===== src/rtl/mem_port_arbiter_if.sv =====
// Request/response bus between the fetch unit, the load/store unit, the shared ROM read port and the arbiter.
// The slave modport is the arbiter's view; the master modport is the requester/memory side.
interface mem_port_arbiter_if;
  logic        if_req;
  logic [31:0] if_addr;
  logic        if_gnt;
  logic        if_rvalid;
  logic [31:0] if_rdata;
  logic [31:0] if_raddr;

  logic        ls_req;
  logic [31:0] ls_addr;
  logic        ls_gnt;
  logic        ls_rvalid;
  logic [31:0] ls_rdata;
  logic [31:0] ls_raddr;

  logic        mem_en;
  logic [31:0] mem_addr;
  logic        mem_ready;
  logic        mem_rvalid;
  logic [31:0] mem_rdata;

  logic        err_spurious;

  modport slave (
    input  if_req, if_addr, ls_req, ls_addr, mem_ready, mem_rvalid, mem_rdata,
    output if_gnt, if_rvalid, if_rdata, if_raddr,
    output ls_gnt, ls_rvalid, ls_rdata, ls_raddr,
    output mem_en, mem_addr, err_spurious
  );

  modport master (
    output if_req, if_addr, ls_req, ls_addr, mem_ready, mem_rvalid, mem_rdata,
    input  if_gnt, if_rvalid, if_rdata, if_raddr,
    input  ls_gnt, ls_rvalid, ls_rdata, ls_raddr,
    input  mem_en, mem_addr, err_spurious
  );
endinterface


===== src/rtl/mem_port_arbiter.sv =====
// Shares one ROM read port between fetch (IF) and load/store (LS), routing in-order responses back to the owner.
// Optional macro ARB_RR_EN: round-robin arbitration instead of LS priority with IF starvation override.
module mem_port_arbiter #(
  parameter int DEPTH        = 4,
  parameter int STARVE_LIMIT = 4
) (
  input  logic               clk,
  input  logic               rst_n,
  mem_port_arbiter_if.slave  bus
);

  localparam int PW = (DEPTH > 1) ? $clog2(DEPTH) : 1;
  localparam int CW = $clog2(DEPTH) + 1;

  typedef enum logic {
    OWN_IF = 1'b0,
    OWN_LS = 1'b1
  } owner_e;

  logic [PW-1:0] r_wr_ptr;
  logic [PW-1:0] r_rd_ptr;
  logic [CW-1:0] r_count;
  owner_e        r_owner [DEPTH];
  logic [31:0]   r_addr  [DEPTH];

  logic        r_if_rvalid;
  logic [31:0] r_if_rdata;
  logic [31:0] r_if_raddr;
  logic        r_ls_rvalid;
  logic [31:0] r_ls_rdata;
  logic [31:0] r_ls_raddr;
  logic        r_err_spurious;

  logic        w_can_issue;
  logic        w_if_prio;
  logic        w_if_gnt;
  logic        w_ls_gnt;
  logic        w_push;
  logic        w_pop;
  logic [31:0] w_sel_addr;
  owner_e      w_pop_owner;
  logic [31:0] w_pop_addr;

  // A response retiring this cycle frees its slot for a new read in the same cycle.
  assign w_can_issue = rst_n & bus.mem_ready &
                       ((r_count < CW'(DEPTH)) | bus.mem_rvalid);
  assign w_pop       = bus.mem_rvalid & (r_count != '0);
  assign w_push      = w_if_gnt | w_ls_gnt;
  assign w_pop_owner = r_owner[r_rd_ptr];
  assign w_pop_addr  = r_addr[r_rd_ptr];

`ifdef ARB_RR_EN
  logic r_last_ls;

  assign w_if_prio = r_last_ls;

  always_ff @(posedge clk) begin
    if (!rst_n) begin
      r_last_ls <= 1'b0;
    end else if (w_ls_gnt) begin
      r_last_ls <= 1'b1;
    end else if (w_if_gnt) begin
      r_last_ls <= 1'b0;
    end
  end
`else
  logic [3:0] r_starve;

  assign w_if_prio = (r_starve == 4'(STARVE_LIMIT));

  // Stalled cycles (no issue possible) are not charged against LS.
  // NOTE: sequential state uses non-blocking assignments so every flop samples pre-edge values.
  always_ff @(posedge clk) begin
    if (!rst_n) begin
      r_starve <= '0;
    end else if (w_if_gnt || !bus.if_req) begin
      r_starve <= '0;
    end else if (w_can_issue && (r_starve != 4'(STARVE_LIMIT))) begin
      r_starve <= r_starve + 4'd1;
    end
  end
`endif

  // NOTE: every always_comb output gets a default first so no path can infer a latch.
  always_comb begin
    w_ls_gnt   = 1'b0;
    w_if_gnt   = 1'b0;
    w_sel_addr = bus.if_addr;
    if (w_can_issue) begin
      w_ls_gnt = bus.ls_req & ~(bus.if_req & w_if_prio);
      w_if_gnt = bus.if_req & ~w_ls_gnt;
    end
    if (w_ls_gnt) begin
      w_sel_addr = bus.ls_addr;
    end
  end

  assign bus.if_gnt   = w_if_gnt;
  assign bus.ls_gnt   = w_ls_gnt;
  assign bus.mem_en   = w_push;
  assign bus.mem_addr = w_push ? {w_sel_addr[31:2], 2'b00} : 32'd0;

  always_ff @(posedge clk) begin
    if (!rst_n) begin
      r_wr_ptr <= '0;
      r_rd_ptr <= '0;
      r_count  <= '0;
    end else begin
      if (w_push) r_wr_ptr <= r_wr_ptr + 1'b1;
      if (w_pop)  r_rd_ptr <= r_rd_ptr + 1'b1;
      case ({w_push, w_pop})
        2'b10:   r_count <= r_count + 1'b1;
        2'b01:   r_count <= r_count - 1'b1;
        default: r_count <= r_count;
      endcase
    end
  end

  // NOTE: FIFO storage is not reset; only the pointers and count qualify its contents.
  always_ff @(posedge clk) begin
    if (w_push) begin
      r_owner[r_wr_ptr] <= w_ls_gnt ? OWN_LS : OWN_IF;
      r_addr[r_wr_ptr]  <= w_ls_gnt ? bus.ls_addr : bus.if_addr;
    end
  end

  always_ff @(posedge clk) begin
    if (!rst_n) begin
      r_if_rvalid    <= 1'b0;
      r_if_rdata     <= '0;
      r_if_raddr     <= '0;
      r_ls_rvalid    <= 1'b0;
      r_ls_rdata     <= '0;
      r_ls_raddr     <= '0;
      r_err_spurious <= 1'b0;
    end else begin
      r_if_rvalid <= w_pop & (w_pop_owner == OWN_IF);
      r_ls_rvalid <= w_pop & (w_pop_owner == OWN_LS);
      if (w_pop && (w_pop_owner == OWN_IF)) begin
        r_if_rdata <= bus.mem_rdata;
        r_if_raddr <= w_pop_addr;
      end
      if (w_pop && (w_pop_owner == OWN_LS)) begin
        r_ls_rdata <= bus.mem_rdata;
        r_ls_raddr <= w_pop_addr;
      end
      if (bus.mem_rvalid && (r_count == '0)) begin
        r_err_spurious <= 1'b1;
      end
    end
  end

  assign bus.if_rvalid    = r_if_rvalid;
  assign bus.if_rdata     = r_if_rdata;
  assign bus.if_raddr     = r_if_raddr;
  assign bus.ls_rvalid    = r_ls_rvalid;
  assign bus.ls_rdata     = r_ls_rdata;
  assign bus.ls_raddr     = r_ls_raddr;
  assign bus.err_spurious = r_err_spurious;

endmodule

===== src/flat_wrapper.sv =====
// flat-port wrapper written by rule: the top's interface ports become plain ports
module mem_port_arbiter_flat 
#(
  parameter int DEPTH        = 4,
  parameter int STARVE_LIMIT = 4
)
  (clk, rst_n, bus_if_req, bus_if_addr, bus_ls_req, bus_ls_addr, bus_mem_ready, bus_mem_rvalid, bus_mem_rdata, bus_if_gnt, bus_if_rvalid, bus_if_rdata, bus_if_raddr, bus_ls_gnt, bus_ls_rvalid, bus_ls_rdata, bus_ls_raddr, bus_mem_en, bus_mem_addr, bus_err_spurious);
  mem_port_arbiter_if bus_i ();
  input  logic clk;
  input  logic rst_n;
  input wire logic [$bits(bus_i.if_req)-1:0] bus_if_req;
  input wire logic [$bits(bus_i.if_addr)-1:0] bus_if_addr;
  input wire logic [$bits(bus_i.ls_req)-1:0] bus_ls_req;
  input wire logic [$bits(bus_i.ls_addr)-1:0] bus_ls_addr;
  input wire logic [$bits(bus_i.mem_ready)-1:0] bus_mem_ready;
  input wire logic [$bits(bus_i.mem_rvalid)-1:0] bus_mem_rvalid;
  input wire logic [$bits(bus_i.mem_rdata)-1:0] bus_mem_rdata;
  output wire logic [$bits(bus_i.if_gnt)-1:0] bus_if_gnt;
  output wire logic [$bits(bus_i.if_rvalid)-1:0] bus_if_rvalid;
  output wire logic [$bits(bus_i.if_rdata)-1:0] bus_if_rdata;
  output wire logic [$bits(bus_i.if_raddr)-1:0] bus_if_raddr;
  output wire logic [$bits(bus_i.ls_gnt)-1:0] bus_ls_gnt;
  output wire logic [$bits(bus_i.ls_rvalid)-1:0] bus_ls_rvalid;
  output wire logic [$bits(bus_i.ls_rdata)-1:0] bus_ls_rdata;
  output wire logic [$bits(bus_i.ls_raddr)-1:0] bus_ls_raddr;
  output wire logic [$bits(bus_i.mem_en)-1:0] bus_mem_en;
  output wire logic [$bits(bus_i.mem_addr)-1:0] bus_mem_addr;
  output wire logic [$bits(bus_i.err_spurious)-1:0] bus_err_spurious;
  assign bus_i.if_req = bus_if_req;
  assign bus_i.if_addr = bus_if_addr;
  assign bus_i.ls_req = bus_ls_req;
  assign bus_i.ls_addr = bus_ls_addr;
  assign bus_i.mem_ready = bus_mem_ready;
  assign bus_i.mem_rvalid = bus_mem_rvalid;
  assign bus_i.mem_rdata = bus_mem_rdata;
  assign bus_if_gnt = bus_i.if_gnt;
  assign bus_if_rvalid = bus_i.if_rvalid;
  assign bus_if_rdata = bus_i.if_rdata;
  assign bus_if_raddr = bus_i.if_raddr;
  assign bus_ls_gnt = bus_i.ls_gnt;
  assign bus_ls_rvalid = bus_i.ls_rvalid;
  assign bus_ls_rdata = bus_i.ls_rdata;
  assign bus_ls_raddr = bus_i.ls_raddr;
  assign bus_mem_en = bus_i.mem_en;
  assign bus_mem_addr = bus_i.mem_addr;
  assign bus_err_spurious = bus_i.err_spurious;
  mem_port_arbiter #(.DEPTH(DEPTH), .STARVE_LIMIT(STARVE_LIMIT)) u_core (.clk(clk), .rst_n(rst_n), .bus(bus_i));
endmodule

===== config.mk =====
export PLATFORM = sky130hd
export DESIGN_NAME = mem_port_arbiter_flat
export DESIGN_NICKNAME = d
export VERILOG_FILES = /design/src/rtl/mem_port_arbiter_if.sv /design/src/rtl/mem_port_arbiter.sv /design/src/flat_wrapper.sv
export SDC_FILE = /design/constraint.sdc
export NUM_CORES = 1
export LEC_CHECK = 0
export CAP_MARGIN = 20
export CORE_UTILIZATION = 49
export DETAILED_ROUTE_END_ITERATION = 7
export PLACE_DENSITY_LB_ADDON = 0.05
export SLEW_MARGIN = 10
export SYNTH_ARGS = -nofsm -noshare
export SYNTH_HDL_FRONTEND = slang
export SYNTH_SLANG_ARGS = --single-unit

===== constraint.sdc =====
create_clock -name clk -period 2.59 [get_ports clk]
set_input_delay 0.259 -clock clk [delete_from_list [all_inputs] [get_ports clk]]
set_output_delay 0.259 -clock clk [all_outputs]
set_load 0.05 [all_outputs]

==> run metrics, run 1 <==
outcome=finished with violations; failing checks=negative setup slack; P_leak=5.54 nW; main combinational cell family by area after synthesis=simple AND/OR/NAND/NOR gates; WS Path Type=flop to output pin; simple-gate share of the synthesized area=0.122; mux contribution to synthesized area=0.106; Ports=268; vias per cell=5.20; Synth Register Bits=276; Final WS setup=-0.196 ns; area delta synth->final=45.7%; largest cells by area after synthesis=edfxtp_1 (38%), dfxtp_1 (27%), mux4_2 (7.1%); top cell type's share of synthesized area=0.376; PortBufs=265; Max H-tree Level=1; final hold viol count=0; layout cells sized above 1=0.219; Post-Synth Adder-Cell Area=0.0102; Synth Area in XOR/XNOR=0.00416; remaining antenna violation count=0; crit path max fanout=8; DR iter-0 viols=514; via count=7418; Hold Path Class=input port to flop; Layout Nets=1240; Clock Power Share=0.307; Internal Power=8.64 mW; largest net degree at the start of global routing=205; die area=22100 um2; Die Span X=149 um; WP data required=2.33 ns; routability cong.=0.805; Rel. slew slack=0.438; RSZ-0062 raised after global routing=true; Slew Limit Fails=0; Max Freq=0.359 GHz; final global-route overflow total=0; Logic pwr share=0.286; Crit. End Element=output pin; Worst-Margin Slew=0.843 ns; Synth warnings=0; Clock Sinks=276; multi-input logic area=3540 um2; total global-route track usage=0.223; Hold Buf Count CTS=0; placed cell areas=13800 um2; initial antenna violation count=0; crit path launch type=flop; ANT cells=0; total routed wirelength=25800 um; maximum vdd drop=0.534 mV; clock skew=0.0134 ns; sw frac=0.316; Skew-Pair Late Insertion Delay=0.53 ns; Num CTS Buffers=28; CTS tree=yes; Avg Cell Area, Syn=12.6 um2; Initial Util=0.501; post-layout minimum cycle time=2.79 ns; Flop pwr share=0.407; Clock Root Buffer=clkbuf_16; post-route DRC violation count=0; first-pass GRT wire length=37900 um; Clock Path Buffers=3; period utilisation layout=1.08; leading area contributor after synthesis=edfxtp_1; vias in the first global route=6881; Total Power=12.6 mW; Final Cell Area=15400 um2; Core Area=21000 um2; number of library cell types mapped by synthesis=42; Die H=149 um; pwr dens=822 nW/um2; Cells after Synth=837; DRT Pass-1 Iters=4; Worst Path Arrival=2.53 ns; max_cap viols=0; Setup-failing EPs final=30; sw power=3.99 mW; Post-DP HPWL=15800 um; row count=53; Compound-Gate Fraction of Synth Area=0.0723; Post-Syn Area=10500 um2; # fillers=1422; WL per Instance=18.1 um; FF+latch area=6850 um2; Worst-path clk slew=0.06 ns; register area share after synthesis=0.650
flip-flops by register name (all words and copies together), names as in the netlist, named ones only:
signal,count
u_core.r_wr_ptr,2
u_core.bus.if_raddr,32
u_core.bus.if_rdata,32
u_core.bus.ls_raddr,32
u_core.bus.err_spurious,1
u_core.r_rd_ptr,2
u_core.bus.if_rvalid,1
u_core.r_count,3
u_core.bus.ls_rdata,32
u_core.r_starve,4
u_core.bus.ls_rvalid,1
u_core.r_owner,4
u_core.r_addr,128
kinds of logic (layout without fill, tap and decap cells):
kind of cell             count (synthesis)  count (layout)
AO/OA/AOI/OAI                          144             144
XOR/XNOR                                 5               5
adder cells (fa/ha/maj)                  8               8
buffers and inverters                   78             392
flip-flops                             276             276
multiplexers                            66              66
other                                    1               2
AND/OR/NAND/NOR                        259             259
power groups by stage:
stage               logic [mW]  clock network [mW]  registers, mW
floorplan                 1.36                   0           6.17
global placement          3.47                   0           5.21
detailed placement        3.49                   0           5.23
CTS                       3.57                3.97           5.14
global route              3.83                4.12           5.18
finish                    3.60                3.88           5.14
routing by layer:
| layer | part of all wire | track usage | wire length, um | up-vias |
|---|---|---|---|---|
| li1 | - | - | - | 3631 |
| met1 | 0.43 | 0.309 | 11100 | 3473 |
| met2 | 0.47 | 0.359 | 12100 | 273 |
| met3 | 0.071 | 0.0368 | 1820 | 41 |
| met4 | 0.029 | 0.0732 | 751 | 0 |
| met5 | 0 | 0 | 0 | - |
worst paths after layout:
check	start	endpoint	slack (ns)	cells after the start
worst max-delay path	u_core.r_starve[0]$_SDFFE_PP0P_	bus_mem_addr[29]	-0.20	9
worst min-delay path	bus_mem_rdata[30]	u_core.bus.if_rdata[30]$_SDFFE_PN0P_	0.30	3
worst max register to register	u_core.r_starve[0]$_SDFFE_PP0P_	u_core.r_addr[0][9]$_DFFE_PP_	0.41	9
worst min register to register	u_core.bus.if_rdata[30]$_SDFFE_PN0P_	u_core.bus.if_rdata[30]$_SDFFE_PN0P_	0.45	2
stage by stage:
stage          utilization  TNS (ns)  hold slack, ns  setup WS [ns]  instances
2_1_floorplan            -         0           0.408          0.324        838
3_3_place_gp         0.656         0           0.445          0.188       1327
3_5_place_dp         0.656         0           0.449          0.173       1327
4_1_cts              0.717     -5.48           0.281         -0.243       1401
5_1_grt              0.730     -6.32           0.298         -0.271       1427
6_report             0.730     -4.06           0.302         -0.196       1427
synthesized netlist by cell type (all sizes together):
cell     number
ha            7
a21oi         5
o31a          1
clkbuf       35
a21boi        1
dfxtp       144
a22o          1
nand4         2
edfxtp      132
nor2b         2
nor3b         1
and2         42
nand2b        2
buf          32
xnor2         3
nor4          1
nand2        71
a31o          1
mux2i         1
xor2          2
conb          1
or3           1
mux2         32
inv          11
nand3       129
nand3b        2
fa            1
and3          2
mux4         33
o21ai       133
nor3          1
nor2          3
a211oi        1
o2111ai       1
cell usage in the layout (no fill, tap or decap), drive strengths merged, types with 2 or more instances in the layout:
cell           synthesis  layout
conb                   1       2
nand3b                 2       2
o21ai                133     133
dfxtp                144     144
clkinv                 0       9
and2                  42      42
nand4                  2       2
nand3                129     129
inv                   11      10
buf                   32      96
nor2                   3       3
ha                     7       7
mux2                  32      32
edfxtp               132     132
mux4                  33      33
nor2b                  2       2
xor2                   2       2
clkbuf                35      43
nand2                 71      71
clkdlybuf4s50          0     231
clkinvlp               0       2
xnor2                  3       3
a21oi                  5       5
nand2b                 2       2
and3                   2       2
final cells by class:
| type | instances | share of cell area |
|---|---|---|
| Tap cell | 275 | 0.0224 |
| Multi-Input combinational cell | 484 | 0.230 |
| Timing Repair Buffer | 329 | 0.239 |
| Clock inverter | 11 | 0.00530 |
| Clock buffer | 41 | 0.0535 |
| Sequential cell | 276 | 0.446 |
| Inverter | 11 | 0.00293 |
worst max-delay path, cell delays in order, from the launching register on:
cell,delay [ns]
dfxtp_2,0.33
inv_2,0.07
ha_4,0.13
nand3b_1,0.16
o2111ai_4,0.28
buf_6,0.19
clkbuf_16,0.19
mux2_4,0.33
and2_4,0.17
buf_12,0.14
repair_timing:
action | 4_1_cts | 5_1_grt
gates cloned | 1 | 2
endpoints found under the hold margin | 0 | 0
pin swaps | 0 | 2
endpoints found under the setup margin | 30 | 32
setup buffers | 21 | 25
resized for setup | 46 | 30
Note: power is estimated with default switching activity, not from simulation.
==> inputs of run 2 (changes only) <==
- SKIP_LAST_GASP: default -> 1
==> run 2 against run 1 <==
Net effect: the flow still finishes with violations (negative setup slack); core utilization is essentially flat; die area is the same; fmax grew 0.30%; worst hold slack gained 0.00068 ns; critical path depth is the same; sequential share of layout area is essentially flat; sequential power is essentially flat; clock power is essentially flat; combinational power is essentially flat; highest routed layer unchanged; largest power group unchanged; sequential cell count is the same.
==> run metrics, run 2 (same netlist as run 1, synthesis figures left out) <==
Final WS setup=-0.188 ns; PortBufs=265; Post-DP HPWL=15800 um; remaining antenna violation count=0; WS Path Type=flop to output pin; Max Freq=0.360 GHz; post-route DRC violation count=0; CP startpoint=u_core.r_starve[0]$_SDFFE_PP0P_; period utilisation layout=1.07; total global-route track usage=0.222; Die Span X=149 um; Total Power=12.6 mW; Num CTS Buffers=28; Initial Util=0.501; Ports=268; Clock Path Buffers=3; die area=22100 um2; final hold viol count=0; worst reg2reg path depth=9; Slew Limit Fails=0; Core Area=21000 um2; commonest cells after routing, fill and taps aside=clkdlybuf4s50_1 (231), dfxtp_1 (141), edfxtp_1 (132), nand3_1 (129), o21ai_0 (112); Hold Path Class=input port to flop; Die H=149 um; crit path max fanout=8; layout cells sized above 1=0.219; initial antenna violation count=0; WP data required=2.33 ns; Worst-path clk slew=0.06 ns; Max H-tree Level=1; largest reg by FF count=u_core.r_addr; RSZ-0062 raised after global routing=true; Worst Path Arrival=2.52 ns; Clock Root Buffer=clkbuf_16; first-pass GRT wire length=37700 um; via count=7450; Setup-failing EPs final=30; pwr dens=823 nW/um2; failing checks=negative setup slack; reg2reg start=u_core.r_starve[0]$_SDFFE_PP0P_; largest net degree at the start of global routing=205; max_cap viols=0; clock skew=0.0133 ns; area delta synth->final=45.8%; P_leak=5.54 nW; row count=53; DRT Pass-1 Iters=4; commonest non-fill, non-tap cell in the layout=clkdlybuf4s50_1; Crit. End Element=output pin; crit path launch type=flop; hold slack=0.303 ns; WL per Instance=18.1 um; vias per cell=5.22; DR iter-0 viols=586; total routed wirelength=25800 um; Rel. slew slack=0.437; Skew-Pair Late Insertion Delay=0.53 ns; Hold Path Depth=3; outcome=finished with violations; max FFs per register=128; Core Util, Final=0.731; routability cong.=0.805; vias in the first global route=6846; Hold Path Origin=bus_mem_rdata[30]; final global-route overflow total=0; CTS tree=yes; ANT cells=0; maximum vdd drop=0.536 mV; Clock Sinks=276; post-layout minimum cycle time=2.78 ns; Layout Nets=1241; Worst-Margin Slew=0.844 ns
-- run 2: cell type report --
| type | instances | area [um2] |
|---|---|---|
| Clock buffer | 41 | 821 |
| Clock inverter | 11 | 81.3 |
| Fill cell | 1427 | 5660 |
| Tap cell | 275 | 344 |
| Inverter | 11 | 45.0 |
| Multi-Input combinational cell | 484 | 3530 |
| Timing Repair Buffer | 330 | 3680 |
| Sequential cell | 276 | 6850 |
-- run 2: worst max-delay path, stage by stage (launching register included) --
cell and delay, ns:
dfxtp_2 0.33, inv_2 0.07, ha_4 0.13, nand3b_1 0.16, o2111ai_4 0.28, buf_6 0.19
clkbuf_16 0.18, mux2_4 0.33, and2_4 0.17, buf_12 0.14
-- run 2: power breakdown --
part / total [mW] / internal (mW) / switching (mW) / leakage [nW]
logic: 3.61 / 1.40 / 2.21 / 2.73
clock network: 3.89 / 2.29 / 1.60 / 0.449
registers: 5.14 / 4.95 / 0.185 / 2.36
total: 12.6 / 8.64 / 4.00 / 5.54
-- run 2: what timing repair did --
action	4_1_cts	5_1_grt
setup buffers	21	26
resized for setup	28	47
endpoints found under the setup margin	30	32
cloned	1	2
pin swaps	0	2
hold buffers	0	0
-- run 2: worst paths after layout --
kind                                          end  slack [ns]
min reg2reg  u_core.bus.if_rdata[21]$_SDFFE_PN0P_        0.45
min          u_core.bus.if_rdata[30]$_SDFFE_PN0P_        0.30
max reg2reg         u_core.r_addr[0][9]$_DFFE_PP_        0.41
max                              bus_mem_addr[29]       -0.19
-- run 2: stage by stage --
stage                     TNS, ns  cell area [um2]  instances  setup slack, ns
after floorplan                 0            10500        838            0.324
after global placement          0            13800       1327            0.188
after detailed placement        0            13800       1327            0.173
after CTS                   -5.98            15000       1401           -0.243
after global routing        -6.29            15400       1428           -0.271
final                       -3.94            15400       1428           -0.188
-- run 2: layer usage --
metal / vias to the layer above / part of all wire / track usage
met2: 268 / 0.46 / 0.355
li1: 3637 / - / -
met5: - / 0 / 0
met1: 3500 / 0.44 / 0.310
met4: 0 / 0.030 / 0.0732
met3: 45 / 0.067 / 0.0368
==> inputs of run 3 (changes only) <==
- CAP_MARGIN: 20 -> 0
- CORE_UTILIZATION: 49 -> 40
==> run 3 against run 2 <==
Net effect: the run still ends with negative setup slack left; critical endpoint is now bus_mem_addr[22]; clock-buffer cell count decreased by 1; clock skew is 0.0056 ns lower; sequential share of layout area increased by 0.095 points; largest cell class unchanged.
==> run metrics, run 3 (same netlist as run 1, synthesis figures left out) <==
CP cell instances=inv_4 -> ha_4 -> nand3b_1 -> o2111ai_4 -> buf_6 -> clkbuf_16 -> mux2_4 -> and2_4 -> buf_12; Rel. slew slack=0.448; Clock Root Buffer=clkbuf_16; failing checks=negative setup slack; Critical Path End=bus_mem_addr[22]; worst reg2reg path depth=8; row count=59; PortBufs=265; Hold Path Origin=bus_mem_rdata[1]; pwr dens=812 nW/um2; Final WS setup=-0.216 ns; layout cells sized above 1=0.213; sw frac=0.320; Max Freq=0.356 GHz; commonest non-fill, non-tap cell in the layout=clkdlybuf4s50_1; setup TNS=-5.53 ns; routability cong.=0.754; Final Cell Area=15300 um2; CTS tree=yes; Skew-Pair Late Insertion Delay=0.53 ns; total global-route track usage=0.183; Core Util, Final=0.590; WL per Instance=17.6 um; Initial Util=0.406; Ports=268; P_leak=5.51 nW; WP data required=2.33 ns; Max H-tree Level=1; Die Span X=164 um; Core Area=26000 um2; Die H=164 um; post-route DRC violation count=0; placed cell areas=13900 um2; die area=27000 um2; crit path launch type=flop; sw power=3.99 mW; via count=7305; Post-DP HPWL=17000 um; RSZ-0062 raised after global routing=true; FF+latch area=6860 um2; total routed wirelength=26200 um; R2R Setup Slk=0.48 ns; multi-input logic area=3540 um2; max FFs per register=128; commonest cells after routing, fill and taps aside=clkdlybuf4s50_1 (231), dfxtp_1 (141), edfxtp_1 (132), nand3_1 (129), o21ai_0 (113); Total Power=12.5 mW; Worst-Margin Slew=0.828 ns; maximum vdd drop=0.501 mV; max_cap viols=0; vias in the first global route=6780; first-pass GRT wire length=38100 um; # fillers=2162; Layout Cells excl Fill=1487; WS Path Type=flop to output pin; slowest cell on the critical path=dfxtp_4; Layout Nets=1240; area delta synth->final=45.6%; Crit. path cell count=9; Worst-path clk slew=0.06 ns; Worst Path Arrival=2.55 ns; Num CTS Buffers=29; post-layout minimum cycle time=2.81 ns; Hold Path Class=input port to flop; Logic pwr share=0.289; Worst path top cell family by delay=buffers and inverters; largest net degree at the start of global routing=205; largest reg by FF count=u_core.r_addr; Crit. End Element=output pin; CP startpoint=u_core.r_starve[0]$_SDFFE_PP0P_; Flop pwr share=0.412; Clock Sinks=276; Internal Power=8.47 mW; Clock Power Share=0.299; DRT Pass-1 Iters=4; worst path bufs/invs=4; clock skew=0.00769 ns; DR iter-0 viols=498; period utilisation layout=1.08; outcome=finished with violations; placed cell count=1393; final global-route overflow total=0; Setup-failing EPs final=30; Slew Limit Fails=0; ANT cells=0; remaining antenna violation count=0; vias per cell=4.91; RR Endpoint=u_core.r_addr[1][1]$_DFFE_PP_; crit path max fanout=8; Hold Buf Count CTS=0; final hold viol count=0; reg2reg start=u_core.r_starve[0]$_SDFFE_PP0P_; initial antenna violation count=0; Clock Path Buffers=3; Worst path max stage delay=0.35 ns
run 3: changes by cell type in the layout (fill, tap and decap cells not counted), moves of 2 or more:
cell | previous run | this run
buf_6 | 5 | 3
buf_4 | 46 | 49
clkinv_2 | 8 | 6
buf_12 | 46 | 41
clkbuf_8 | 5 | 3
inv_2 | 2 | 0
inv_4 | 0 | 2
dfxtp_4 | 0 | 2
dfxtp_2 | 3 | 1
clkinv_1 | 1 | 6
run 3: layer usage:
| metal | share of wire | GRT usage | vias to the layer above | routed length [um] |
|---|---|---|---|---|
| met5 | 0 | 0 | - | 0 |
| li1 | - | - | 3624 | - |
| met4 | 0.016 | 0.0366 | 0 | 407 |
| met1 | 0.45 | 0.256 | 3416 | 11700 |
| met3 | 0.068 | 0.0399 | 30 | 1790 |
| met2 | 0.47 | 0.291 | 235 | 12200 |
run 3: worst min-delay path by stage:
stage	endpoint	depth (start not counted)	slack (ns)
2_1_floorplan	u_core.bus.if_rdata[21]$_SDFFE_PN0P_	2	0.41
3_3_place_gp	u_core.bus.if_rdata[22]$_SDFFE_PN0P_	2	0.45
3_5_place_dp	u_core.bus.if_rdata[26]$_SDFFE_PN0P_	2	0.45
4_1_cts	u_core.bus.if_rdata[30]$_SDFFE_PN0P_	3	0.29
5_1_grt	u_core.bus.if_rdata[5]$_SDFFE_PN0P_	3	0.32
6_report	u_core.bus.if_rdata[1]$_SDFFE_PN0P_	3	0.31
run 3: power by group through the flow:
| stage | registers [mW] | clock network [mW] | logic (mW) |
|---|---|---|---|
| after detailed placement | 5.23 | 0 | 3.51 |
| final | 5.13 | 3.72 | 3.60 |
| after global routing | 5.18 | 3.99 | 3.85 |
| after global placement | 5.22 | 0 | 3.50 |
| after floorplan | 6.17 | 0 | 1.36 |
| after CTS | 5.14 | 3.83 | 3.52 |
run 3: area by class of cell:
type | instances | area share
inverter | 11 | 0.00302
sequential | 276 | 0.447
multi-input combinational | 484 | 0.231
clock inverter | 13 | 0.00392
tap | 335 | 0.0273
clock buffer | 40 | 0.0520
timing repair buffer | 328 | 0.236
run 3: per-stage QoR:
stage / setup slack, ns / hold WS, ns
2_1_floorplan: 0.324 / 0.408
3_3_place_gp: 0.167 / 0.446
3_5_place_dp: 0.160 / 0.451
4_1_cts: -0.285 / 0.286
5_1_grt: -0.285 / 0.316
6_report: -0.216 / 0.310
run 3: worst reg2reg max path, cell delays in order, from the launching register on:
cell       delay [ns]
dfxtp_4          0.35
inv_4            0.06
ha_4             0.12
nand3b_1         0.14
o2111ai_4        0.34
clkbuf_16        0.21
buf_12           0.14
buf_4            0.12
mux2_2           0.37
run 3: what timing repair did:
item / CTS / global route
setup buffers: 0 / 38
gates resized for setup: 0 / 76
setup endpoints to repair: 30 / 30
pin swaps: 0 / 2
gates cloned: 0 / 3
